**config.mk**
```make
export PLATFORM = sky130hd
export DESIGN_NAME = cfa_pixel_fetch_flat
export DESIGN_NICKNAME = d
export VERILOG_FILES = /design/src/rtl/cfa_pixel_fetch_if.sv /design/src/rtl/cfa_pixel_fetch.sv /design/src/flat_wrapper.sv
export SDC_FILE = /design/constraint.sdc
export NUM_CORES = 1
export LEC_CHECK = 0
export CAP_MARGIN = 10
export CORE_ASPECT_RATIO = 1.4
export CORE_MARGIN = 8
export CORE_UTILIZATION = 40
export CTS_CLUSTER_DIAMETER = 100
export DETAILED_ROUTE_END_ITERATION = 8
export DONT_BUFFER_PORTS = 1
export SLEW_MARGIN = 10
export SYNTH_ARGS = -nofsm -noshare
export SYNTH_HDL_FRONTEND = slang
export SYNTH_SLANG_ARGS = --single-unit
```
**constraint.sdc**
```tcl
create_clock -name clk -period 10.4 [get_ports clk]
set_input_delay 2.08 -clock clk [delete_from_list [all_inputs] [get_ports clk]]
set_output_delay 2.08 -clock clk [all_outputs]
set_load 0.01 [all_outputs]
```
**src/rtl/cfa_pixel_fetch_if.sv**
```systemverilog
`timescale 1ns/1ps
// ---------------------------------------------------------------------------
// cfa_pixel_fetch_if
// Bundles every non-clock/reset signal of the CFA pixel fetch stage:
//   generator side : start, addrIn, addrValidIn, bayerIn, rowIn, colIn, enOut
//   memory side    : memAddr, memRe, memData
//   output side    : outPixel, outBayer, outRow, outCol, outValid, outReady,
//                    fifoCount, overflowErr
// Modports:
//   slave  - the fetch stage itself
//   master - its environment (generator, raw-frame memory, demosaic stage)
// ---------------------------------------------------------------------------
interface cfa_pixel_fetch_if #(
  parameter int rowBitWidth   = 11,
  parameter int colBitWidth   = 11,
  parameter int pixelBitWidth = 8,
  parameter int fifoDepth     = 4
);
  localparam int addrBitWidth  = rowBitWidth + colBitWidth;
  localparam int countBitWidth = $clog2(fifoDepth) + 1;

  logic                     start;
  logic [addrBitWidth-1:0]  addrIn;
  logic                     addrValidIn;
  logic [1:0]               bayerIn;
  logic [rowBitWidth-1:0]   rowIn;
  logic [colBitWidth-1:0]   colIn;
  logic                     enOut;

  logic [addrBitWidth-1:0]  memAddr;
  logic                     memRe;
  logic [pixelBitWidth-1:0] memData;

  logic [pixelBitWidth-1:0] outPixel;
  logic [1:0]               outBayer;
  logic [rowBitWidth-1:0]   outRow;
  logic [colBitWidth-1:0]   outCol;
  logic                     outValid;
  logic                     outReady;
  logic [countBitWidth-1:0] fifoCount;
  logic                     overflowErr;

  modport slave (
    input  start, addrIn, addrValidIn, bayerIn, rowIn, colIn, memData, outReady,
    output enOut, memAddr, memRe, outPixel, outBayer, outRow, outCol, outValid,
           fifoCount, overflowErr
  );

  modport master (
    output start, addrIn, addrValidIn, bayerIn, rowIn, colIn, memData, outReady,
    input  enOut, memAddr, memRe, outPixel, outBayer, outRow, outCol, outValid,
           fifoCount, overflowErr
  );
endinterface

```
**src/rtl/cfa_pixel_fetch.sv**
```systemverilog
`timescale 1ns/1ps
// ---------------------------------------------------------------------------
// cfa_pixel_fetch
// Sits behind the raster-address / Bayer-symbol generator. Each accepted
// pixel address becomes a raw-frame memory read; the returned pixel is
// re-joined with its Bayer symbol, row and column and queued in a small FIFO
// for the demosaic stage. The generator is throttled through enOut with
// credits so that every read already issued is guaranteed a FIFO slot.
//
// Ports:
//   clk  - rising-edge clock
//   rst  - synchronous active-high reset
//   bus  - cfa_pixel_fetch_if.slave (generator, memory and output signals)
// ---------------------------------------------------------------------------
module cfa_pixel_fetch #(
  parameter int rowBitWidth   = 11,
  parameter int colBitWidth   = 11,
  parameter int pixelBitWidth = 8,
  parameter int readLatency   = 2,
  parameter int fifoDepth     = 4
) (
  input  logic              clk,
  input  logic              rst,
  cfa_pixel_fetch_if.slave  bus
);

  localparam int addrBitWidth = rowBitWidth + colBitWidth;
  localparam int ptrBitWidth  = $clog2(fifoDepth);
  localparam int cntBitWidth  = ptrBitWidth + 1;
  localparam int flBitWidth   = $clog2(readLatency + 1) + 1;
  // Wide enough to hold fifoCount + inFlight without wrapping.
  localparam int sumBitWidth  = ((cntBitWidth > flBitWidth) ? cntBitWidth : flBitWidth) + 1;

  localparam logic [ptrBitWidth-1:0] ptr_one = {{(ptrBitWidth-1){1'b0}}, 1'b1};
  localparam logic [cntBitWidth-1:0] cnt_one = {{(cntBitWidth-1){1'b0}}, 1'b1};
  localparam logic [cntBitWidth-1:0] cnt_full = cntBitWidth'(fifoDepth);
  localparam logic [sumBitWidth-1:0] sum_limit = sumBitWidth'(fifoDepth);

  // Sideband pipe: stage readLatency-1 lines up with memData.
  logic [readLatency-1:0]   pipe_valid_r;
  logic [1:0]               pipe_bayer_r [readLatency];
  logic [rowBitWidth-1:0]   pipe_row_r   [readLatency];
  logic [colBitWidth-1:0]   pipe_col_r   [readLatency];

  // Output FIFO storage and control.
  logic [pixelBitWidth-1:0] fifo_pixel_r [fifoDepth];
  logic [1:0]               fifo_bayer_r [fifoDepth];
  logic [rowBitWidth-1:0]   fifo_row_r   [fifoDepth];
  logic [colBitWidth-1:0]   fifo_col_r   [fifoDepth];
  logic [ptrBitWidth-1:0]   wr_ptr_r;
  logic [ptrBitWidth-1:0]   rd_ptr_r;
  logic [cntBitWidth-1:0]   count_r;
  logic                     overflow_r;

  logic [flBitWidth-1:0]    inflight_s;
  logic [sumBitWidth-1:0]   credit_sum_s;
  logic                     en_s;
  logic                     accept_s;
  logic                     push_s;
  logic                     pop_s;
  logic                     empty_s;
  logic                     full_s;
  logic                     wr_en_s;
  logic                     flush_s;

  // Count reads still travelling through the memory.
  always_comb begin
    inflight_s = {flBitWidth{1'b0}};
    for (int i = 0; i < readLatency; i++) begin
      inflight_s = inflight_s + {{(flBitWidth-1){1'b0}}, pipe_valid_r[i]};
    end
  end

  // Credit, handshake and FIFO control decode.
  always_comb begin
    credit_sum_s = sumBitWidth'(count_r) + sumBitWidth'(inflight_s);
    // Built from registered state only, so a pop returns its credit one
    // cycle later and outReady never reaches the generator combinationally.
    en_s         = (credit_sum_s < sum_limit);
    accept_s     = bus.addrValidIn & en_s;
    push_s       = pipe_valid_r[readLatency-1];
    empty_s      = (count_r == {cntBitWidth{1'b0}});
    full_s       = (count_r == cnt_full);
    pop_s        = ~empty_s & bus.outReady;
    // A full FIFO can still take a write when the head leaves this cycle.
    wr_en_s      = push_s & (~full_s | pop_s);
    flush_s      = rst | bus.start;
  end

  assign bus.enOut       = en_s;
  assign bus.memRe       = accept_s;
  assign bus.memAddr     = bus.addrIn;
  assign bus.outPixel    = fifo_pixel_r[rd_ptr_r];
  assign bus.outBayer    = fifo_bayer_r[rd_ptr_r];
  assign bus.outRow      = fifo_row_r[rd_ptr_r];
  assign bus.outCol      = fifo_col_r[rd_ptr_r];
  assign bus.outValid    = ~empty_s;
  assign bus.fifoCount   = count_r;
  assign bus.overflowErr = overflow_r;

  // Sideband shift register; it never stalls, and a flush kills every
  // read still in flight by clearing its valid bit.
  always_ff @(posedge clk) begin
    if (flush_s) begin
      pipe_valid_r <= {readLatency{1'b0}};
      for (int i = 0; i < readLatency; i++) begin
        pipe_bayer_r[i] <= 2'b00;
        pipe_row_r[i]   <= {rowBitWidth{1'b0}};
        pipe_col_r[i]   <= {colBitWidth{1'b0}};
      end
    end else begin
      pipe_valid_r[0] <= accept_s;
      pipe_bayer_r[0] <= bus.bayerIn;
      pipe_row_r[0]   <= bus.rowIn;
      pipe_col_r[0]   <= bus.colIn;
      for (int i = 1; i < readLatency; i++) begin
        pipe_valid_r[i] <= pipe_valid_r[i-1];
        pipe_bayer_r[i] <= pipe_bayer_r[i-1];
        pipe_row_r[i]   <= pipe_row_r[i-1];
        pipe_col_r[i]   <= pipe_col_r[i-1];
      end
    end
  end

  // FIFO storage: memData and its sideband are written together.
  always_ff @(posedge clk) begin
    if (flush_s) begin
      for (int i = 0; i < fifoDepth; i++) begin
        fifo_pixel_r[i] <= {pixelBitWidth{1'b0}};
        fifo_bayer_r[i] <= 2'b00;
        fifo_row_r[i]   <= {rowBitWidth{1'b0}};
        fifo_col_r[i]   <= {colBitWidth{1'b0}};
      end
    end else if (wr_en_s) begin
      fifo_pixel_r[wr_ptr_r] <= bus.memData;
      fifo_bayer_r[wr_ptr_r] <= pipe_bayer_r[readLatency-1];
      fifo_row_r[wr_ptr_r]   <= pipe_row_r[readLatency-1];
      fifo_col_r[wr_ptr_r]   <= pipe_col_r[readLatency-1];
    end else begin
      fifo_pixel_r[wr_ptr_r] <= fifo_pixel_r[wr_ptr_r];
    end
  end

  // FIFO pointers; depth is a power of two so they wrap naturally.
  always_ff @(posedge clk) begin
    if (flush_s) begin
      wr_ptr_r <= {ptrBitWidth{1'b0}};
      rd_ptr_r <= {ptrBitWidth{1'b0}};
    end else begin
      if (wr_en_s) begin
        wr_ptr_r <= wr_ptr_r + ptr_one;
      end else begin
        wr_ptr_r <= wr_ptr_r;
      end
      if (pop_s) begin
        rd_ptr_r <= rd_ptr_r + ptr_one;
      end else begin
        rd_ptr_r <= rd_ptr_r;
      end
    end
  end

  // Occupancy counter; simultaneous push and pop leaves it unchanged.
  always_ff @(posedge clk) begin
    if (flush_s) begin
      count_r <= {cntBitWidth{1'b0}};
    end else begin
      case ({wr_en_s, pop_s})
        2'b10:   count_r <= count_r + cnt_one;
        2'b01:   count_r <= count_r - cnt_one;
        default: count_r <= count_r;
      endcase
    end
  end

  // Sticky overflow flag; survives a frame-start flush, cleared only by rst.
  always_ff @(posedge clk) begin
    if (rst) begin
      overflow_r <= 1'b0;
    end else if (bus.start) begin
      overflow_r <= overflow_r;
    end else if (push_s & full_s & ~pop_s) begin
      overflow_r <= 1'b1;
    end else begin
      overflow_r <= overflow_r;
    end
  end

endmodule

```
**src/flat_wrapper.sv**
```systemverilog
// flat-port wrapper written by rule: the top's interface ports become plain ports
module cfa_pixel_fetch_flat 
#(
  parameter int rowBitWidth   = 11,
  parameter int colBitWidth   = 11,
  parameter int pixelBitWidth = 8,
  parameter int readLatency   = 2,
  parameter int fifoDepth     = 4
)
  (clk, rst, bus_start, bus_addrIn, bus_addrValidIn, bus_bayerIn, bus_rowIn, bus_colIn, bus_memData, bus_outReady, bus_enOut, bus_memAddr, bus_memRe, bus_outPixel, bus_outBayer, bus_outRow, bus_outCol, bus_outValid, bus_fifoCount, bus_overflowErr);
  cfa_pixel_fetch_if #(.rowBitWidth(rowBitWidth), .colBitWidth(colBitWidth), .pixelBitWidth(pixelBitWidth), .fifoDepth(fifoDepth)) bus_i ();
  input  logic clk;
  input  logic rst;
  input wire logic [$bits(bus_i.start)-1:0] bus_start;
  input wire logic [$bits(bus_i.addrIn)-1:0] bus_addrIn;
  input wire logic [$bits(bus_i.addrValidIn)-1:0] bus_addrValidIn;
  input wire logic [$bits(bus_i.bayerIn)-1:0] bus_bayerIn;
  input wire logic [$bits(bus_i.rowIn)-1:0] bus_rowIn;
  input wire logic [$bits(bus_i.colIn)-1:0] bus_colIn;
  input wire logic [$bits(bus_i.memData)-1:0] bus_memData;
  input wire logic [$bits(bus_i.outReady)-1:0] bus_outReady;
  output wire logic [$bits(bus_i.enOut)-1:0] bus_enOut;
  output wire logic [$bits(bus_i.memAddr)-1:0] bus_memAddr;
  output wire logic [$bits(bus_i.memRe)-1:0] bus_memRe;
  output wire logic [$bits(bus_i.outPixel)-1:0] bus_outPixel;
  output wire logic [$bits(bus_i.outBayer)-1:0] bus_outBayer;
  output wire logic [$bits(bus_i.outRow)-1:0] bus_outRow;
  output wire logic [$bits(bus_i.outCol)-1:0] bus_outCol;
  output wire logic [$bits(bus_i.outValid)-1:0] bus_outValid;
  output wire logic [$bits(bus_i.fifoCount)-1:0] bus_fifoCount;
  output wire logic [$bits(bus_i.overflowErr)-1:0] bus_overflowErr;
  assign bus_i.start = bus_start;
  assign bus_i.addrIn = bus_addrIn;
  assign bus_i.addrValidIn = bus_addrValidIn;
  assign bus_i.bayerIn = bus_bayerIn;
  assign bus_i.rowIn = bus_rowIn;
  assign bus_i.colIn = bus_colIn;
  assign bus_i.memData = bus_memData;
  assign bus_i.outReady = bus_outReady;
  assign bus_enOut = bus_i.enOut;
  assign bus_memAddr = bus_i.memAddr;
  assign bus_memRe = bus_i.memRe;
  assign bus_outPixel = bus_i.outPixel;
  assign bus_outBayer = bus_i.outBayer;
  assign bus_outRow = bus_i.outRow;
  assign bus_outCol = bus_i.outCol;
  assign bus_outValid = bus_i.outValid;
  assign bus_fifoCount = bus_i.fifoCount;
  assign bus_overflowErr = bus_i.overflowErr;
  cfa_pixel_fetch #(.rowBitWidth(rowBitWidth), .colBitWidth(colBitWidth), .pixelBitWidth(pixelBitWidth), .readLatency(readLatency), .fifoDepth(fifoDepth)) u_core (.clk(clk), .rst(rst), .bus(bus_i));
endmodule
```
== Yosys cells after proc, flatten, opt, wreduce, memory -nomap -nowiden ==
Memory sizes are Yosys's and may differ from the RTL's. A register that Yosys moved wholly into a read port is not among the register bits.
Cells that the tools add are included.
W data, S select, Z words.
Storage, ports and cells
  latch bits: 0
  word-level logic and storage cells: 86
  flip-flop bits (word level): 10
  bits of input ports: 59
  bits in read-only memories: 0
  memory bits (writable): 176
  memories kept: 7
  output and inout bits: 61
Memory list
  u_core.fifo_col_r: words 4, width 11, rd ports 1, clocked after memory_dff 1, write ports 4, line cfa_pixel_fetch.sv:49  | logic [colBitWidth-1:0] fifo_col_r [fifoDepth];
  u_core.fifo_row_r: words 4, width 11, rd ports 1, clocked after memory_dff 1, write ports 4, line cfa_pixel_fetch.sv:48  | logic [rowBitWidth-1:0] fifo_row_r [fifoDepth];
  u_core.fifo_pixel_r: words 4, width 8, rd ports 1, clocked after memory_dff 1, write ports 4, line cfa_pixel_fetch.sv:46  | logic [pixelBitWidth-1:0] fifo_pixel_r [fifoDepth];
  u_core.pipe_col_r: words 2, width 11, rd ports 2, clocked after memory_dff 0, write ports 2, line cfa_pixel_fetch.sv:43  | logic [colBitWidth-1:0] pipe_col_r [readLatency];
  u_core.pipe_row_r: words 2, width 11, rd ports 2, clocked after memory_dff 0, write ports 2, line cfa_pixel_fetch.sv:42  | logic [rowBitWidth-1:0] pipe_row_r [readLatency];
  u_core.fifo_bayer_r: words 4, width 2, rd ports 1, clocked after memory_dff 1, write ports 4, line cfa_pixel_fetch.sv:47  | logic [1:0] fifo_bayer_r [fifoDepth];
  1 more memories
Cells by class
  $lt $le $gt $ge: 1
  bitwise logic cells: 18
  add/sub/neg operators: 6
  muxes and demuxes: 37
  shift operators: 0
  $mul: 0
  eq/ne operators: 4
  div/mod/pow operators: 0
  reduce and logical (&&, ||, !) cells: 8
Operators by type and width (count)
  $mux W11: 6
  $mux W2: 15
  $reduce_or A11 Y1: 2
  $mux W8: 2
  $mux W1: 13
  $or A1 B1 Y1: 9
  $reduce_or A8 Y1: 1
  $pmux W3 S2: 1
  $and A1 B1 Y1: 5
  $add A2 B1 Y2 const B: 2
  $add A3 B3 Y4: 1
  $lt A4 B3 Y1 const B: 1
  $not A1 Y1: 4
  $reduce_and A2 Y1: 2
  $add A3 B1 Y3 const B: 1
  $eq A3 B3 Y1 const B: 1
  $logic_not A3 Y1: 1
  $sub A3 B1 Y3 const B: 1
  $add A1 B1 Y2: 1
  $eq A2 B1 Y1 const B: 1
  $eq A2 B2 Y1 const B: 1
  $reduce_bool A2 Y1: 1
  $reduce_or A2 Y1: 1
  $ne A0 B0 Y1: 1

== Logic depth before layout (Yosys ltp) ==
  depth in word-level cells: 12
  gate-level depth with buffers: 9
  mapped depth without buffers: 8

== Worst setup path after synthesis ==
OpenSTA, ideal clock, no wires.
  path type: input-to-reg
  start point: in bus_outReady
  end point: mem u_core.fifo_bayer_r[0][0], enable pin
  data required time: 9.934 ns
  setup time: 0.466 ns
  stages: 3
  path buffers: 0
  arrival: 4.795 ns
  setup slack: 5.139 ns
  path through: nor4b_4 or3_1 o21ai_0
RTL lines
  from (decl): line flat_wrapper.sv:21  | input wire logic [$bits(bus_i.outReady)-1:0] bus_outReady;
  to (decl): line cfa_pixel_fetch.sv:47

== Worst setup path in the final report ==
  start point: in bus_addrValidIn
  end point: out bus_memRe
Between the ends
  cells in the longest elaborated chain, start to end: 1
RTL lines
  from (decl): line flat_wrapper.sv:16  | input wire logic [$bits(bus_i.addrValidIn)-1:0] bus_addrValidIn;
  $and A1 B1 Y1: line cfa_pixel_fetch.sv:80  | accept_s = bus.addrValidIn & en_s;
  to (decl): line flat_wrapper.sv:24  | output wire logic [$bits(bus_i.memRe)-1:0] bus_memRe;
No other way between the ends.

==> reports/results.ini <==
[status]
outcome=finished, final reports clean

[clocking]
numCtsBuffers=17
cts.hold.buffers_added=0
clock-root-buffer=sky130_fd_sc_hd__clkbuf_16
number_of_gates_resized_after_cts=0
clock_sinks=188
clkSlewWorstSetupHoldPaths_ns=0.07
worstSkewPairLatency_ns=0.42
clock_tree.buffer_depth=2
htree_levels=4
cts_setup_buffers=0
clock_tree_from_tritoncts=done

[finish]
area_growth_from_synthesis_to_final_layout_pct=8.45
drive_gt1_frac=0.176
final_net_count=538
antenna_cells_inserted=0
final_core_util=0.436
final_cell_mix=145 x sky130_fd_sc_hd__and2_1, 128 x sky130_fd_sc_hd__edfxtp_1, 58 x sky130_fd_sc_hd__dfxtp_1
final_design_area_no_fill_mm2=0.00827
final_common_cell=sky130_fd_sc_hd__and2_1
fill_cells=1653

[routing]
routedWlPerCell_um=19.6
detail_route.wirelength_mm=14.4
vias_per_cell=4.96
dr_total_vias=3649
route.detailed.drc=0
ant_nets=0
drt_iter0_markers=198
detail_route.first_pass.iterations=4

[critical_path]
setup.worst_path.start_class=input port
worst_ep_arrival_time_ns=2.24
r2r_setup_slack_ns=7.56
timing.reg2reg.worst_path_depth=8
setup.worst_path.end_class=output port
timing.critical_path.slowest_cell_delay_ns=0.16
worst-setup-path-type=input port to output port
timing.critical_path.from=bus_addrValidIn
cpLargestDelayFamily=simple AND/OR/NAND/NOR gates
worst-path-buf-inv=0
r2r_path_start=u_core.bus.fifoCount[2]
timing.critical_path.required_ns=8.32
crit_path_top_delay_cell=sky130_fd_sc_hd__and2_1
regToRegEndpoint=u_core.bus.fifoCount[2]
critical_path.max_fanout=2
worstPathCellList=and2_1

[place]
finalWeightedCongestion=0.697
count_of_input_and_output_buffers=0
placed_area_mm2=0.00767
dpl.hpwl_mm=8.50

[timing]
max_slew.worst_pin.slew_ns=0.946
max_slew_margin=0.369
finalSetupViolCount=0
timing.setup.tns_ns=0
worst_clock_skew_ns=0.0101
post-route-min-period_ns=4.32
crit_share_post_route=0.415
rsz0062_at_grt=no
final-max-slew-violation-count=0
hold_viol_final=0
max_freq_mhz=231

[global_routing]
grt.total_usage=0.124
number_of_global_route_vias_before_repair=3851
global_route_total_overflow=0
grt_start_max_net_pins=53
grt_pass1_wl_mm=22.1
number_of_antenna_violations_at_the_first_check_in_global_routing=0

[yosys]
yosysSeqAreaShare=0.661
synth.yosys.warnings=0
number_of_enable_type_register_cells_in_the_synthesized_netlist=128
synth-main-ff-cell=sky130_fd_sc_hd__edfxtp_1
synth_nets=562
synth_seq_cells=188
synthesis.area_mm2=0.00763
synth_instances=499
yosys.cell_types.count=34
synthesis.area_per_instance_um2=15.3
postSynth.asyncResetShare=0

[die]
initial_utilization=0.402
io_pins=120
core_mm2=0.0190
rows=60
floorplan.die.height_um=179
dieArea_mm2=0.0238
chipWidth_um=133

[power]
power_density_mw_per_mm2=179
static-leakage-power_nw=3.12
irDropWorstVdd_mv=0.0897

[worst_hold_path]
hold_path.class=flop to flop
hold_depth=1
hold_start=u_core.pipe_col_r[0][5]
worst_hold_path.endpoint=u_core.pipe_col_r[0][16]

[run]
drv.max_cap_violation_count=0

## Yosys cell counts (2+ instances only)
library cell               number  area share
sky130_fd_sc_hd__xor2_1         3      0.0034
sky130_fd_sc_hd__a21o_1         2      0.0020
sky130_fd_sc_hd__a21oi_1        3      0.0020
sky130_fd_sc_hd__nor2_1        10      0.0049
sky130_fd_sc_hd__clkbuf_1      13      0.0064
sky130_fd_sc_hd__nor3_4         2      0.0043
sky130_fd_sc_hd__and2_1       145        0.12
sky130_fd_sc_hd__buf_4         22       0.022
sky130_fd_sc_hd__buf_6         10       0.015
sky130_fd_sc_hd__buf_2          5      0.0033
sky130_fd_sc_hd__edfxtp_1     128        0.50
sky130_fd_sc_hd__mux4_2        32       0.094
sky130_fd_sc_hd__ha_1           3      0.0049
sky130_fd_sc_hd__dfxtp_1       60        0.16
sky130_fd_sc_hd__and3_1        33       0.027
sky130_fd_sc_hd__inv_1          5      0.0025
sky130_fd_sc_hd__nor4_4         2      0.0056
sky130_fd_sc_hd__or3_1          3      0.0025
sky130_fd_sc_hd__o21ai_0        3      0.0020
## worst max-delay path by stage
stage,slack (ns),cells after the start,end
after floorplan,5.14,3,u_core.fifo_bayer_r[0][0]
after global placement,5.99,3,u_core.fifo_col_r[2][6]
after detailed placement,5.97,3,u_core.fifo_pixel_r[2][0]
after CTS,6.07,1,bus_memRe
after global routing,6.04,3,bus_memRe
final,6.08,1,bus_memRe
## cell families after synthesis
| family | share of synthesized area |
|---|---|
| AND/OR/NAND/NOR | 0.171 |
| flip-flops | 0.661 |
| buffers and inverters | 0.0490 |
| multiplexers | 0.0945 |
| AO/OA/AOI/OAI | 0.0121 |
| XOR/XNOR | 0.00459 |
| adder cells (fa/ha/maj) | 0.00755 |
## power by group
part | leakage (nW) | switching, mW | internal, mW
combinational | 0.950 | 0.0270 | 0.0131
clock | 0.256 | 0.294 | 0.316
sequential | 1.92 | 0.00717 | 0.822
## stage by stage
stage          std cells  total power, mW  hold slack (ns)  setup WS, ns
2_1_floorplan        499            0.881            0.406          5.14
3_3_place_gp         702            0.886            0.414          5.99
3_5_place_dp         702            0.888            0.413          5.97
4_1_cts              734             1.49            0.431          6.07
5_1_grt              736             1.53            0.437          6.04
6_report             736             1.48            0.430          6.08
## flip-flops by register name, indices dropped and copies added, names as in the netlist, named ones only
register	cells
u_core.fifo_col_r	44
u_core.fifo_row_r	44
u_core.fifo_pixel_r	32
u_core.pipe_col_r	22
u_core.pipe_row_r	22
u_core.fifo_bayer_r	8
u_core.pipe_bayer_r	4
u_core.bus.fifoCount	3
u_core.pipe_valid_r	2
u_core.rd_ptr_r	2
u_core.wr_ptr_r	2
u_core.bus.overflowErr	1
## cell type report
type,count,area (µm²),area share
Clock buffer,18,429,0.0519
Clock inverter,14,133,0.0160
Inverter,5,18.8,0.00227
Multi-Input combinational cell,255,2250,0.272
Sequential cell,188,5050,0.610
Tap cell,248,310,0.0375
Timing Repair Buffer,8,87.6,0.0106
## metal layers
metal	track usage	share of wire	vias up
met5	0	0	-
li1	-	-	1713
met4	0.0498	0.015	0
met1	0.143	0.41	1822
met3	0.0343	0.054	22
met2	0.215	0.52	92
Note: power is estimated with default switching activity, not from simulation.
